[config.mk]
export PLATFORM = sky130hd
export DESIGN_NAME = uart_rx_os_flat
export DESIGN_NICKNAME = d
export VERILOG_FILES = /design/src/rtl/uart_rx_os_if.sv /design/src/rtl/uart_rx_os.sv /design/src/flat_wrapper.sv
export SDC_FILE = /design/constraint.sdc
export NUM_CORES = 1
export LEC_CHECK = 0
export ABC_AREA = 0
export BUFFER_PORTS_ARGS = -buffer_cell sky130_fd_sc_hd__buf_4
export CORE_MARGIN = 4
export CORE_UTILIZATION = 60
export CTS_BUF_LIST = sky130_fd_sc_hd__clkbuf_4 sky130_fd_sc_hd__clkbuf_8
export CTS_CLUSTER_DIAMETER = 120
export CTS_CLUSTER_SIZE = 24
export DETAILED_ROUTE_END_ITERATION = 10
export PLACE_DENSITY_LB_ADDON = 0.12
export RECOVER_POWER = 100
export SLEW_MARGIN = 20
export SYNTH_ARGS = -nofsm -noshare
export SYNTH_HDL_FRONTEND = slang
export SYNTH_SLANG_ARGS = --single-unit
[constraint.sdc]
create_clock -name clk -period 6.2 [get_ports clk]
set_clock_uncertainty 0.15 [all_clocks]
set_input_delay 0.93 -clock clk [delete_from_list [all_inputs] [get_ports clk]]
set_output_delay 0.93 -clock clk [all_outputs]
set_load 0.005 [all_outputs]
[src/rtl/uart_rx_os_if.sv]
// -----------------------------------------------------------------------------
// uart_rx_os_if
// Byte-side handshake bundle of the oversampling UART receiver.
//   rx_data     [7:0] last received byte               (receiver -> consumer)
//   rx_valid          rx_data holds an unread byte       (receiver -> consumer)
//   rx_ack            consumer took rx_data              (consumer -> receiver)
//   rx_busy           frame in progress                  (receiver -> consumer)
//   frame_err         1-clk pulse, stop bit sampled 0    (receiver -> consumer)
//   overrun_err       1-clk pulse, unread byte replaced  (receiver -> consumer)
// Modports: master = receiver side, slave = consumer side.
// -----------------------------------------------------------------------------
interface uart_rx_os_if;
  logic [7:0] rx_data;
  logic       rx_valid;
  logic       rx_ack;
  logic       rx_busy;
  logic       frame_err;
  logic       overrun_err;

  modport master (
    output rx_data,
    output rx_valid,
    output rx_busy,
    output frame_err,
    output overrun_err,
    input  rx_ack
  );

  modport slave (
    input  rx_data,
    input  rx_valid,
    input  rx_busy,
    input  frame_err,
    input  overrun_err,
    output rx_ack
  );
endinterface

[src/rtl/uart_rx_os.sv]
// -----------------------------------------------------------------------------
// uart_rx_os
// Oversampling UART receiver, 8N1, LSB first. The serial input is brought into
// the clock domain by a 2-FF synchroniser, a fractional accumulator produces
// OVERSAMPLE ticks per bit, each bit is decided by a 3-sample majority vote
// around the bit centre, and a completed byte is held with a valid/ack
// handshake.
// Ports:
//   clk      in   system clock, rising edge
//   rst      in   asynchronous, active-low reset
//   uart_rx  in   serial line, idles high, asynchronous to clk
//   rx_if    master modport of uart_rx_os_if (rx_data, rx_valid, rx_ack,
//            rx_busy, frame_err, overrun_err)
// -----------------------------------------------------------------------------
module uart_rx_os #(
  parameter int unsigned CLK_FREQ   = 50000000,
  parameter int unsigned BAUD       = 115200,
  parameter int unsigned OVERSAMPLE = 16
) (
  input  logic         clk,
  input  logic         rst,
  input  logic         uart_rx,
  uart_rx_os_if.master rx_if
);

  localparam int unsigned     OS_W     = $clog2(OVERSAMPLE);
  localparam logic [32:0]     TICK_INC = 33'(BAUD * OVERSAMPLE);
  localparam logic [32:0]     CLK_DIV  = 33'(CLK_FREQ);
  localparam logic [OS_W-1:0] OS_ONE   = OS_W'(1);
  localparam logic [OS_W-1:0] OS_LAST  = OS_W'(OVERSAMPLE - 1);
  // Three vote samples straddle the bit centre at OVERSAMPLE/2.
  localparam logic [OS_W-1:0] VOTE_A   = OS_W'(OVERSAMPLE / 2 - 1);
  localparam logic [OS_W-1:0] VOTE_B   = OS_W'(OVERSAMPLE / 2);
  localparam logic [OS_W-1:0] VOTE_C   = OS_W'(OVERSAMPLE / 2 + 1);

  localparam logic [2:0] ST_IDLE  = 3'd0;
  localparam logic [2:0] ST_START = 3'd1;
  localparam logic [2:0] ST_DATA  = 3'd2;
  localparam logic [2:0] ST_STOP  = 3'd3;
  localparam logic [2:0] ST_BREAK = 3'd4;

  function automatic logic majority3(input logic a, input logic b, input logic c);
    return (a & b) | (a & c) | (b & c);
  endfunction

  // Synchroniser and edge history
  logic            sync1_r;
  logic            rxs_r;
  logic            rxs_prev_r;
  // Tick generator
  logic [31:0]     acc_r;
  logic            tick_r;
  logic [32:0]     acc_sum_s;
  logic [31:0]     acc_next_s;
  logic            tick_next_s;
  // Oversample position and vote samples
  logic [OS_W-1:0] os_cnt_r;
  logic [OS_W-1:0] os_next_s;
  logic            samp_a_r;
  logic            samp_b_r;
  logic            vote_pt_s;
  logic            vote_bit_s;
  // Frame FSM
  logic [2:0]      state_r;
  logic [2:0]      state_next_s;
  logic [2:0]      bit_cnt_r;
  logic [2:0]      bit_cnt_next_s;
  logic [7:0]      shift_r;
  logic [7:0]      shift_next_s;
  logic            start_edge_s;
  logic            deliver_s;
  logic            frame_err_s;
  // Registered outputs
  logic [7:0]      rx_data_r;
  logic            rx_valid_r;
  logic            rx_busy_r;
  logic            frame_err_r;
  logic            overrun_err_r;

  assign rx_if.rx_data     = rx_data_r;
  assign rx_if.rx_valid    = rx_valid_r;
  assign rx_if.rx_busy     = rx_busy_r;
  assign rx_if.frame_err   = frame_err_r;
  assign rx_if.overrun_err = overrun_err_r;

  // Bring the asynchronous line into the clk domain and keep the previous value for edge detection.
  always_ff @(posedge clk or negedge rst) begin
    if (!rst) begin
      sync1_r    <= 1'b1;
      rxs_r      <= 1'b1;
      rxs_prev_r <= 1'b1;
    end else begin
      sync1_r    <= uart_rx;
      rxs_r      <= sync1_r;
      rxs_prev_r <= rxs_r;
    end
  end

  // Fractional accumulator: one tick each time BAUD*OVERSAMPLE accumulates past CLK_FREQ.
  always_comb begin
    acc_sum_s = {1'b0, acc_r} + TICK_INC;
    if (acc_sum_s >= CLK_DIV) begin
      acc_next_s  = 32'(acc_sum_s - CLK_DIV);
      tick_next_s = 1'b1;
    end else begin
      acc_next_s  = acc_sum_s[31:0];
      tick_next_s = 1'b0;
    end
  end

  // Oversample position after this tick, and the vote decision at the third sample.
  always_comb begin
    if (os_cnt_r == OS_LAST) begin
      os_next_s = {OS_W{1'b0}};
    end else begin
      os_next_s = os_cnt_r + OS_ONE;
    end
    vote_pt_s    = tick_r && (os_next_s == VOTE_C);
    vote_bit_s   = majority3(samp_a_r, samp_b_r, rxs_r);
    start_edge_s = (state_r == ST_IDLE) && rxs_prev_r && !rxs_r;
  end

  // Tick generator state; restarting at the start edge aligns the bit grid to the frame.
  always_ff @(posedge clk or negedge rst) begin
    if (!rst) begin
      acc_r  <= 32'd0;
      tick_r <= 1'b0;
    end else if (start_edge_s) begin
      acc_r  <= 32'd0;
      tick_r <= 1'b0;
    end else begin
      acc_r  <= acc_next_s;
      tick_r <= tick_next_s;
    end
  end

  // Oversample counter and the first two vote samples.
  always_ff @(posedge clk or negedge rst) begin
    if (!rst) begin
      os_cnt_r <= {OS_W{1'b0}};
      samp_a_r <= 1'b1;
      samp_b_r <= 1'b1;
    end else begin
      if (start_edge_s) begin
        os_cnt_r <= {OS_W{1'b0}};
      end else if (tick_r) begin
        os_cnt_r <= os_next_s;
      end else begin
        os_cnt_r <= os_cnt_r;
      end
      if (tick_r && (os_next_s == VOTE_A)) begin
        samp_a_r <= rxs_r;
      end else begin
        samp_a_r <= samp_a_r;
      end
      if (tick_r && (os_next_s == VOTE_B)) begin
        samp_b_r <= rxs_r;
      end else begin
        samp_b_r <= samp_b_r;
      end
    end
  end

  // Frame FSM next-state: start qualification, data shift, stop check, break wait.
  always_comb begin
    state_next_s   = state_r;
    bit_cnt_next_s = bit_cnt_r;
    shift_next_s   = shift_r;
    deliver_s      = 1'b0;
    frame_err_s    = 1'b0;
    case (state_r)
      ST_IDLE: begin
        if (start_edge_s) begin
          state_next_s = ST_START;
        end else begin
          state_next_s = ST_IDLE;
        end
      end
      ST_START: begin
        if (vote_pt_s) begin
          if (vote_bit_s) begin
            state_next_s = ST_IDLE;   // too short to be a start bit
          end else begin
            state_next_s   = ST_DATA;
            bit_cnt_next_s = 3'd0;
          end
        end else begin
          state_next_s = ST_START;
        end
      end
      ST_DATA: begin
        if (vote_pt_s) begin
          shift_next_s = {vote_bit_s, shift_r[7:1]};
          if (bit_cnt_r == 3'd7) begin
            state_next_s = ST_STOP;
          end else begin
            bit_cnt_next_s = bit_cnt_r + 3'd1;
          end
        end else begin
          state_next_s = ST_DATA;
        end
      end
      ST_STOP: begin
        if (vote_pt_s) begin
          if (vote_bit_s) begin
            // Return before the stop bit ends so a back-to-back start edge is not missed.
            deliver_s    = 1'b1;
            state_next_s = ST_IDLE;
          end else begin
            frame_err_s  = 1'b1;
            state_next_s = ST_BREAK;
          end
        end else begin
          state_next_s = ST_STOP;
        end
      end
      ST_BREAK: begin
        if (rxs_r) begin
          state_next_s = ST_IDLE;
        end else begin
          state_next_s = ST_BREAK;
        end
      end
      default: begin
        state_next_s = ST_IDLE;
      end
    endcase
  end

  // Frame FSM state, bit counter and shift register.
  always_ff @(posedge clk or negedge rst) begin
    if (!rst) begin
      state_r   <= ST_IDLE;
      bit_cnt_r <= 3'd0;
      shift_r   <= 8'd0;
    end else begin
      state_r   <= state_next_s;
      bit_cnt_r <= bit_cnt_next_s;
      shift_r   <= shift_next_s;
    end
  end

  // Holding register, handshake and status pulses; a delivery beats a same-cycle ack.
  always_ff @(posedge clk or negedge rst) begin
    if (!rst) begin
      rx_data_r     <= 8'd0;
      rx_valid_r    <= 1'b0;
      rx_busy_r     <= 1'b0;
      frame_err_r   <= 1'b0;
      overrun_err_r <= 1'b0;
    end else begin
      rx_busy_r   <= (state_next_s != ST_IDLE);
      frame_err_r <= frame_err_s;
      if (deliver_s) begin
        rx_data_r     <= shift_r;
        rx_valid_r    <= 1'b1;
        overrun_err_r <= rx_valid_r & ~rx_if.rx_ack;
      end else if (rx_if.rx_ack && rx_valid_r) begin
        rx_data_r     <= rx_data_r;
        rx_valid_r    <= 1'b0;
        overrun_err_r <= 1'b0;
      end else begin
        rx_data_r     <= rx_data_r;
        rx_valid_r    <= rx_valid_r;
        overrun_err_r <= 1'b0;
      end
    end
  end

endmodule

[src/flat_wrapper.sv]
// flat-port wrapper written by rule: the top's interface ports become plain ports
module uart_rx_os_flat 
#(
  parameter int unsigned CLK_FREQ   = 50000000,
  parameter int unsigned BAUD       = 115200,
  parameter int unsigned OVERSAMPLE = 16
)
  (clk, rst, uart_rx, rx_if_rx_data, rx_if_rx_valid, rx_if_rx_busy, rx_if_frame_err, rx_if_overrun_err, rx_if_rx_ack);
  uart_rx_os_if rx_if_i ();
  input  logic clk;
  input  logic rst;
  input  logic uart_rx;
  output wire logic [$bits(rx_if_i.rx_data)-1:0] rx_if_rx_data;
  output wire logic [$bits(rx_if_i.rx_valid)-1:0] rx_if_rx_valid;
  output wire logic [$bits(rx_if_i.rx_busy)-1:0] rx_if_rx_busy;
  output wire logic [$bits(rx_if_i.frame_err)-1:0] rx_if_frame_err;
  output wire logic [$bits(rx_if_i.overrun_err)-1:0] rx_if_overrun_err;
  input wire logic [$bits(rx_if_i.rx_ack)-1:0] rx_if_rx_ack;
  assign rx_if_rx_data = rx_if_i.rx_data;
  assign rx_if_rx_valid = rx_if_i.rx_valid;
  assign rx_if_rx_busy = rx_if_i.rx_busy;
  assign rx_if_frame_err = rx_if_i.frame_err;
  assign rx_if_overrun_err = rx_if_i.overrun_err;
  assign rx_if_i.rx_ack = rx_if_rx_ack;
  uart_rx_os #(.CLK_FREQ(CLK_FREQ), .BAUD(BAUD), .OVERSAMPLE(OVERSAMPLE)) u_core (.clk(clk), .rst(rst), .uart_rx(uart_rx), .rx_if(rx_if_i));
endmodule
# After elaboration in Yosys (flattened, before gate mapping)
# Index checks and enable logic that the tools add are counted.
[op_classes] shifts=0 addsub=4 n_lt_le_gt_ge=1 eq_ne=13 multipliers=0 reduce_logical=14 bitwise=7 mux=30 div_mod_pow=0
[ops] op="32-bit 2-to-1 mux" n=2
[ops] op="32-bit by 21-bit adder with 33-bit output (second input constant)" n=1
[ops] op="33-bit by 26-bit greater-or-equal comparator with 1-bit output (second input constant)" n=1
[ops] op="32-bit by 26-bit subtractor with 32-bit output (second input constant)" n=1
[ops] op="3-bit 2-to-1 mux" n=9
[ops] op="3-bit case mux with 5 select lines" n=1
[ops] op="4-bit == test (second input constant)" n=3
[ops] op="1-bit 2-to-1 mux" n=12
[ops] op="4-bit 2-to-1 mux" n=3
[ops] op="3-bit by 2-bit == test with 1-bit output (second input constant)" n=2
[ops] op="3-bit == test (second input constant)" n=2
[ops] op="1-bit logical AND" n=6
[ops] op="3-bit case mux with 2 select lines" n=1
[ops] op="2-bit nonzero test" n=3
[ops] op="5-bit AND reduction" n=1
[ops] op="4-bit by 1-bit adder with 4-bit output (second input constant)" n=1
[ops] op="1-bit AND" n=4
[ops] op="4-bit by 3-bit == test with 1-bit output (second input constant)" n=1
[ops] op="2-bit 2-to-1 mux" n=2
[ops] op="2-bit by 1-bit != test with 1-bit output (second input constant)" n=2
[ops] op="2-bit != test (second input constant)" n=2
[ops] op="3-bit by 1-bit adder with 3-bit output (second input constant)" n=1
[ops] op="3-bit by 1-bit == test with 1-bit output (second input constant)" n=1
[ops] op="3-bit zero test" n=1
[ops] op="5 further kinds" n=6
[totals] output_inout_bits=12 word_cells=85 latchBits=0 rom_bits=0 reg_bits=68 n_memories=0 mem_bits_rw=0

# Longest topological paths before layout
# Gate-level depths: netlist (run 1).
[depth] ltp_word=7 depth_mapped=12 mapped_depth_nobuf=10

# Worst setup path after synthesis (run 1)
# No wires, ideal clock.
[synth_timing] path_type="flip-flop to flip-flop" startpoint="reg u_core.acc_r[13]" endpoint="reg u_core.acc_r[22]" setup_time_ps=78 stages_incl_launch_ff=10 t_arrival_ps=2713 synth_period_minus_slack_ps=2941 t_required_ps=5972 slack_ps=3259 cell_sequence="dfrtp_1 ha_1 or3_1 o32ai_2 o2bb2ai_2 o21ai_2 o31a_1 o2111a_2 or4_1 a21oi_1"
[synth_between] elab_chain_len=4 elab_cells_between_ends=5 classes_between="2 x add/sub; 1 x order compare; 2 x mux"
[synth_lines] item="start: declaration" line_no="uart_rx_os.sv:51" text="logic [31:0] acc_r;"
[synth_lines] item="start signal: assignment" line_no="uart_rx_os.sv:132" text="acc_r <= acc_next_s;"
[synth_lines] item="32-bit by 21-bit adder with 33-bit output *" line_no="uart_rx_os.sv:101" text="acc_sum_s = {1'b0, acc_r} + TICK_INC;"
[synth_lines] item="32-bit by 26-bit subtractor with 32-bit output or 33-bit by 26-bit greater-or-equal comparator with 1-bit output (tied branches)" line_no="uart_rx_os.sv:103, uart_rx_os.sv:102"
[synth_lines] item="32-bit 2-to-1 mux *" line_no="uart_rx_os.sv:102" text="if (acc_sum_s >= CLK_DIV) begin"
[synth_lines] item="32-bit 2-to-1 mux *" line_no="uart_rx_os.sv:128" text="end else if (start_edge_s) begin"
# Every way passes the cells marked *; elsewhere a longest branch is shown, timed or not.
# A chain may end at the register's enable or synchronous reset.

# Worst setup path after layout (run 1)
[layout_timing] startpoint="reg u_core.acc_r[13]" endpoint="reg u_core.acc_r[24]"
# The elaborated chain is that of the path after synthesis.

==> metrics, run 1 <==
status finished, violations left; violated checks capacitance limit, slew limit; Max clock buf depth 2; Seq pwr share 0.357; Distinct cells, synth 57; drt first pass iters 5; post-DP HPWL about 4.5 mm; Leakage Power around 0.0016 uW; Final Hold Viols 0; critical path's slowest cell o2111a_1; final RePlAce weighted congestion between 0.8 and 0.9; Synth Instances roughly 350; Stages on worst setup path 9; I/O pin count 16; Switching Power around 800 uW; Cell Int Power about 1100 uW; largest net degree at the start of global routing slightly above 60; RSZ-0062 raised after global routing false; combinational share of power 0.453; worst r2r path cells 9; ant diodes 0; Switching Fraction 0.424; global-route wire length before repair approximately 12 mm; total clock buffers created by CTS 9; max-slew violations ~90; Worst Setup Start Kind register; Die X between 80 and 90 um; clock-pin slew on the worst setup and hold paths about 0.070 ns; DR WL/cell around 15 um; Req. time, crit path just over 6 ns; Die Ht between 80 and 90 um; DR DRC count 0; nets@finish around 380; Mapped Area approximately 3400 sq um; Port Buf Inserts 15; Max Cap Violations 2; worst-path fanout max 35; Hold Buf Count CTS 0; number of flops mapped to enable cells by yosys 0; Slew headroom -1.16; synth warn 0; Layout area overhead 9.94%; clk_lat worst skew approximately 0.33 ns; final setup fails 0; Tot GR Track Use 0.208; share of layout cells above drive strength 1 0.163; Filler cells 425; Max VDD drop about 0.00029 V; Critical Path Max Stage Delay slightly above 0.9 ns; Post-CTS Resized 0; Critical path buffers and inverters 0; CTS H-tree depth 3; critical-path cell list ha_1, nand4_1, and2_0, nor3_1, mux2_2, nor3_1, o2111a_1, o21ai_0, nor3b_1; Setup TNS 0 ns; postcts setup bufs 0; pwr/cell area around 510 nW/um^2; sequential share of the synthesized area 0.448; Site Rows 27; hold path depth 0; core area around 5500 sq um; Clock power frac 0.190; grt total ovfl 0; Final Critical Period between 3 and 4 ns; kind of critical path register to register; root buf cell clkbuf_8; die area approximately 7000 sq um; Critical Path Sink Type register; #FFs+latches synth 61; starting density of the core 0.622; vias in the first global route 2553; ys async rst share 1.00; Syn Area/Cell about 9.8 sq um; Vias/cell 5.96; ys flop type dfrtp_1; initial antenna violation count 0; CTS tree built; Synth Net Count between 300 and 400; total number of vias between 2000 and 3000; Worst-Margin Slew between 3 and 4 ns; CP Data Arrival Time roughly 3.7 ns; Final Core Density 0.683; Multi-input gate area between 1500 and 2000 sq um; Register Area around 1500 sq um; Iteration-0 DRC Markers roughly 150; Max Clk Rate approximately 270 MHz; Top Family by Delay on Critical Path simple AND/OR/NAND/NOR gates; Antenna Nets Post-Route 0; Detailed Route WL around 6.7 mm; Sink Count between 60 and 70; period utilization 0.594; Crit path top cell by count nor3_1; Min-Delay Path Class register to register
-- registers in the layout (all words and copies together), names as in the netlist, 3 cells and up --
register	flops
u_core.bit_cnt_r	3
u_core.state_r	3
u_core.os_cnt_r	4
u_core.rx_if.rx_data	8
u_core.acc_r	25
u_core.shift_r	8
-- synth_stat cells, types with 3 or more instances --
cell	count	area, sq um
xor2_1	7	61.3
nor3b_1	4	30.0
nand4_1	10	62.6
nand2_1	29	109
nand3_1	14	70.1
o31a_1	3	26.3
o211ai_1	6	45.0
xnor2_1	16	140
inv_1	13	48.8
dfstp_2	5	131
and2_1	9	56.3
nor4_1	4	25.0
a21oi_1	16	80.1
and3_1	4	25.0
o21ai_1	5	25.0
buf_2	4	20.0
ha_1	9	113
o21ai_0	14	70.1
or3_1	9	56.3
or4_1	6	45.0
mux2_2	19	214
nor2_1	21	78.8
o21a_1	4	30.0
dfrtp_1	56	1400
nor2b_1	3	18.8
clkbuf_1	7	26.3
nor3_1	18	90.1
-- kinds of logic after synthesis --
kind of cell	synth area share
multiplexers	0.0654
XOR/XNOR	0.0588
AO/OA/AOI/OAI	0.140
buffers and inverters	0.0322
AND/OR/NAND/NOR	0.220
flip-flops	0.448
adder cells (fa/ha/maj)	0.0358
-- final timing paths --
kind / end / from / slack, ns
worst min-delay path: u_core.rxs_r / u_core.sync1_r / 0.21
worst max register to register: u_core.acc_r[24] / u_core.acc_r[13] / 2.52
max in group asynchronous: u_core.acc_r[14] / rst / 2.55
worst max-delay path: u_core.acc_r[24] / u_core.acc_r[13] / 2.52
min in group asynchronous: u_core.acc_r[20] / rst / 1.51
worst min register to register: u_core.rxs_r / u_core.sync1_r / 0.21
-- per-layer routing --
metal	vias to the layer above	global-route usage	part of all wire
met3	6	0.0513	0.030
met4	0	0.0687	0.011
met2	44	0.330	0.48
met1	1277	0.281	0.48
li1	1300	-	-
met5	-	0	0
-- through the flow --
step                cell area [sq um]  hold slack (ns)  instances  setup slack (ns)  total power, uW
detailed placement               3560            0.199        425              2.85             1560
CTS                              3770            0.209        441              2.85             1930
global placement                 3560            0.197        425              2.94             1530
floorplan                        3420            0.195        351              3.26             1380
global route                     3760            0.220        441              1.95             2100
finish                           3760            0.213        441              2.52             1930
-- layout make-up --
type / instances / share of cell area
tap: 72 / 0.0239
clock buffer: 11 / 0.0386
sequential: 61 / 0.407
timing repair buffer: 15 / 0.0289
inverter: 13 / 0.0130
multi-input combinational: 264 / 0.473
clock inverter: 5 / 0.0156
-- layout by cell type (no fill, tap or decap), drive strengths merged, types with 10 or more instances in the layout --
| master | count |
|---|---|
| clkbuf | 25 |
| nand4 | 10 |
| o21ai | 20 |
| nand3 | 14 |
| nor3 | 19 |
| a21oi | 16 |
| xnor2 | 16 |
| mux2 | 19 |
| nor2 | 22 |
| dfrtp | 56 |
| nand2 | 29 |
| inv | 14 |
-- power groups by stage --
stage	clock network (uW)	logic (uW)	registers, uW
after global placement	0	845	687
after floorplan	0	738	643
after CTS	374	876	685
after detailed placement	0	866	692
final	367	874	690
after global routing	393	994	712
No activity file was read; power rests on OpenSTA's default activity.
==> run 2, diff against run 1 <==
CORE_UTILIZATION = 57   (was 60)
clock period = 3.12 ns   (was 6.2 ns; I/O delays follow)
==> metrics, run 2 (synthesized netlist as in run 1, its figures left out) <==
max FFs per register 25 (unchanged); share of layout cells above drive strength 1 0.240 (+0.0772); max-slew violations 0 (-100%); Iteration-0 DRC Markers 118 (-22%); Req. time, crit path 3.24 ns (-2.96 ns); kind of critical path register to register; Max clock buf depth 2 (unchanged); ant diodes 0 (unchanged); Port Buf Inserts 15 (unchanged); Register Area 1530 sq um (unchanged); clock-pin slew on the worst setup and hold paths 0.07 ns (about the same); placed cells 441 (+3.8%); most frequent cells in the layout 56 x dfrtp_1, 28 x nand2_1, 20 x nor2_1, 19 x mux2_2, 19 x buf_4; starting density of the core 0.603 (-0.0185); Slew headroom 0.0213 (+1.18); Sink Count 61 (unchanged); pwr/cell area 1030 nW/um^2 (+100%); Seq pwr share 0.332 (-0.025); DP Area 3700 sq um (+3.7%); Critical Path Sink Type register; commonest non-fill, non-tap cell in the layout dfrtp_1; Antenna Nets Post-Route 0 (unchanged); Switching Power 1720 uW (+110%); Max Clk Rate 331 MHz (+22%); Filler cells 426 (+0.24%); Switching Fraction 0.416 (-0.00755); clk_lat worst skew 0.33 ns (about the same); CP Data Arrival Time 3.14 ns (-0.55 ns); DR WL/cell 15.6 um (+3.1%); Final Critical Period 3.02 ns (-0.662 ns); nets@finish 400 (+6.1%); CTS tree built; total clock buffers created by CTS 9 (unchanged); initial antenna violation count 0 (unchanged); Critical path buffers and inverters 2 (+2); die area 7310 sq um (+4.7%); total number of vias 2773 (+5.6%); status finished clean; I/O pin count 16 (unchanged); Finished Layout Cells 464 (+5.2%); DR DRC count 0 (unchanged); drt first pass iters 4 (-1); Min-Delay Path Class input pin to register; Setup TNS 0 ns (unchanged); critical path's slowest cell or4_1; final RePlAce weighted congestion 0.883 (+2.0%); Multi-input gate area 1870 sq um (+5.3%); Leakage Power 0.00176 uW (+8.2%); Die Ht 85.5 um (+2.3%); Die X 85.5 um (+2.3%); vias in the first global route 2845 (+11%); Largest Register u_core.acc_r; final setup margin 0.0987 ns (-2.42 ns); Vias/cell 5.98 (+0.33%); root buf cell clkbuf_8; Clock power frac 0.169 (-0.021); period utilization 0.968 (+0.374); Top Family by Delay on Critical Path simple AND/OR/NAND/NOR gates; Critical Path Max Stage Delay 0.50 ns (-0.42 ns); global-route wire length before repair 12.6 mm (+5.3%); final setup fails 0 (unchanged); Worst-Margin Slew 1.47 ns (-1.77 ns); Tot GR Track Use 0.210 (+0.00212); Cell Int Power 2420 uW (+120%); critical-path cell list ha_4, nand4_1, and2_4, buf_4, nor2_2, xnor2_2, o31a_1, o2111a_2, buf_6, or4_1, nand2_1; Layout area overhead 17.7%; Site Rows 27 (unchanged); CTS H-tree depth 3 (unchanged); Max Cap Violations 0 (-2); Worst Setup Start Kind register; core area 5680 sq um (+3.1%); Final Core Density 0.710 (+0.0262); Detailed Route WL 7.24 mm (+8.5%); Final Hold Viols 0 (unchanged); combinational share of power 0.499 (+0.046); worst-path fanout max 7 (-80%); pre-CTS WS 0.0317 ns (-2.82 ns); Max VDD drop 0.000655 V (+130%); Design Area, Final 4030 sq um (+7.0%); largest net degree at the start of global routing 62 (unchanged); post-DP HPWL 5.02 mm (+11%); grt total ovfl 0 (unchanged)
run 2: area by class of cell:
cell class	instances	share of cell area
timing repair buffer	37	0.0696
clock inverter	4	0.0121
clock buffer	12	0.0379
multi-input combinational	265	0.465
inverter	13	0.0121
tap	72	0.0224
sequential	61	0.381
run 2: final timing paths:
path / start / endpoint / depth (start not counted) / slack, ns
setup / recovery: u_core.acc_r[14] / u_core.acc_r[27] / 11 / 0.1
hold / removal: uart_rx / u_core.sync1_r / 1 / 0.1
setup reg to reg: u_core.acc_r[14] / u_core.acc_r[27] / 11 / 0.1
hold reg to reg: u_core.sync1_r / u_core.rxs_r / 0 / 0.22
max in group asynchronous: rst / u_core.acc_r[11] / 1 / 1.60
min in group asynchronous: rst / u_core.acc_r[20] / 1 / 0.34
run 2: power groups by stage:
stage / Sequential [uW] / Combinational [uW] / Clock, uW
floorplan: 1280 / 1470 / 0
global placement: 1350 / 1830 / 0
detailed placement: 1360 / 1900 / 0
CTS: 1350 / 1910 / 717
global route: 1420 / 2320 / 752
finish: 1380 / 2070 / 702
run 2: what timing repair did:
item	CTS	global route
hold buffers	0	0
endpoints found under the setup margin	0	18
setup buffers	0	6
gates resized for setup	0	19
run 2: routing by layer:
layer	GRT usage	vias to the layer above	wire length [um]	part of all wire
met5	0	-	0	0
met4	0.0835	0	81	0.011
met1	0.254	1361	3240	0.45
li1	-	1358	-	-
met3	0.0394	8	264	0.036
met2	0.369	46	3650	0.50
run 2: metrics by stage:
| stage | power, uW | hold slack (ns) |
|---|---|---|
| 5_1_grt | 4490 | 0.0894 |
| 6_report | 4150 | 0.0982 |
| 3_3_place_gp | 3190 | 0.195 |
| 3_5_place_dp | 3260 | 0.199 |
| 4_1_cts | 3980 | 0.0854 |
| 2_1_floorplan | 2740 | 0.0224 |
==> run 3, diff against run 2 <==
MAX_ROUTING_LAYER = met4   (was default)
==> metrics, run 3 (synthesized netlist as in run 1, its figures left out) <==
pwr/cell area 1030 nW/um^2 (about the same); Top Family by Delay on Critical Path simple AND/OR/NAND/NOR gates; final setup margin 0.0978 ns (-0.000844 ns); Max Clk Rate 331 MHz (about the same); Finished Layout Cells 464 (unchanged); Antenna Nets Post-Route 0 (unchanged); Most Used Layer, Global Route met2; ant diodes 0 (unchanged); clk_lat worst skew 0.33 ns (about the same); Port Buf Inserts 15 (unchanged); Worst Setup Start Kind register; Setup TNS 0 ns (unchanged); Worst-Margin Slew 1.47 ns (+0.000140 ns); Max Cap Violations 0 (unchanged); Iteration-0 DRC Markers 128 (+8.5%); placed cells 441 (unchanged); final setup fails 0 (unchanged); critical-path cell list ha_4, nand4_1, and2_4, buf_4, nor2_2, xnor2_2, o31a_1, o2111a_2, buf_6, or4_1, nand2_1; Req. time, crit path 3.24 ns (about the same); Max clock buf depth 2 (unchanged); post-DP HPWL 5.02 mm (unchanged); Design Area, Final 4030 sq um (unchanged); critical path's slowest cell or4_1; GR Util met3 0.0394 (unchanged); core area 5680 sq um (unchanged); Leakage Power 0.00176 uW (unchanged); I/O pin count 16 (unchanged); total number of vias 2779 (+0.22%); Layout area overhead 17.7% (unchanged); Slew headroom 0.0212 (-0.0000934); Detailed Route WL 7.25 mm (+0.15%); grt met1 use 0.254 (unchanged); Max VDD drop 0.000655 V (about the same); Critical Path Sink Type register; CTS H-tree depth 3 (unchanged); Site Rows 27 (unchanged); initial antenna violation count 0 (unchanged); DP Area 3700 sq um (unchanged); Hold Buf Count CTS 0 (unchanged); GR Layer Usage met2 0.369 (unchanged); drt first pass iters 4 (unchanged); Vias/cell 5.99 (+0.22%); CTS tree built; die area 7310 sq um (unchanged); global-route wire length before repair 12.6 mm (about the same); max-slew violations 0 (unchanged); total clock buffers created by CTS 9 (unchanged); Tot GR Track Use 0.216 (+0.00630); Register Area 1530 sq um (unchanged); final RePlAce weighted congestion 0.898 (+1.7%); share of layout cells above drive strength 1 0.240 (unchanged); worst-path fanout max 7 (unchanged); DR DRC count 0 (unchanged); root buf cell clkbuf_8; Die X 85.5 um (unchanged); largest net degree at the start of global routing 62 (unchanged); Final Core Density 0.710 (unchanged); Final Critical Period 3.02 ns (+0.000844 ns); Critical path buffers and inverters 2 (unchanged); Sink Count 61 (unchanged); Min-Delay Path Class input pin to register; commonest non-fill, non-tap cell in the layout dfrtp_1; Die Ht 85.5 um (unchanged); period utilization 0.969 (about the same); Filler cells 426 (unchanged); kind of critical path register to register; starting density of the core 0.603 (unchanged); most frequent cells in the layout 56 x dfrtp_1, 28 x nand2_1, 20 x nor2_1, 19 x mux2_2, 19 x buf_4; Final Hold Viols 0 (unchanged); Largest Register u_core.acc_r; clock-pin slew on the worst setup and hold paths 0.07 ns (about the same); CP Data Arrival Time 3.14 ns (about the same); vias in the first global route 2845 (unchanged); nets@finish 400 (unchanged); max FFs per register 25 (unchanged); Multi-input gate area 1870 sq um (unchanged); DR WL/cell 15.6 um (+0.15%); pre-CTS WS 0.0317 ns (unchanged); status finished clean; Critical Path Max Stage Delay 0.50 ns (about the same); grt total ovfl 0 (unchanged)
run 3: cell counts in the layout (fill, tap and decap cells not counted):
Identical to the previous run, type by type.
run 3: worst paths after layout:
path	depth (start not counted)	end	slack, ns	from
max	11	u_core.acc_r[27]	0.1	u_core.acc_r[14]
min	1	u_core.sync1_r	0.1	uart_rx
max reg2reg	11	u_core.acc_r[27]	0.1	u_core.acc_r[14]
min reg2reg	0	u_core.rxs_r	0.22	u_core.sync1_r
max in group asynchronous	1	u_core.acc_r[11]	1.60	rst
min in group asynchronous	1	u_core.acc_r[20]	0.34	rst
run 3: per-stage QoR:
step	hold WS, ns	total power, uW
6_report	0.0977	4150
5_1_grt	0.0894	4490
4_1_cts	0.0854	3980
3_5_place_dp	0.199	3260
3_3_place_gp	0.195	3190
2_1_floorplan	0.0224	2740
run 3: final cells by class:
| class | count | area share |
|---|---|---|
| well taps | 72 | 0.0224 |
| clock inverters | 4 | 0.0121 |
| repair buffers | 37 | 0.0696 |
| flip-flops and latches | 61 | 0.381 |
| clock buffers | 12 | 0.0379 |
| inverters | 13 | 0.0121 |
| multi-input cells | 265 | 0.465 |
run 3: timing repair:
item | in CTS | in global routing
buffers inserted | 0 | 6
resized for setup | 0 | 19
endpoints found under the setup margin | 0 | 18
run 3: per-layer routing:
layer,part of all wire,wire length [um]
met3,0.038,279
met2,0.50,3660
met1,0.45,3240
met4,0.011,78
met5,0,0
run 3: power by group:
group	internal, uW	switching [uW]	total [uW]
clock	407	296	703
sequential	1060	314	1380
combinational	950	1120	2070
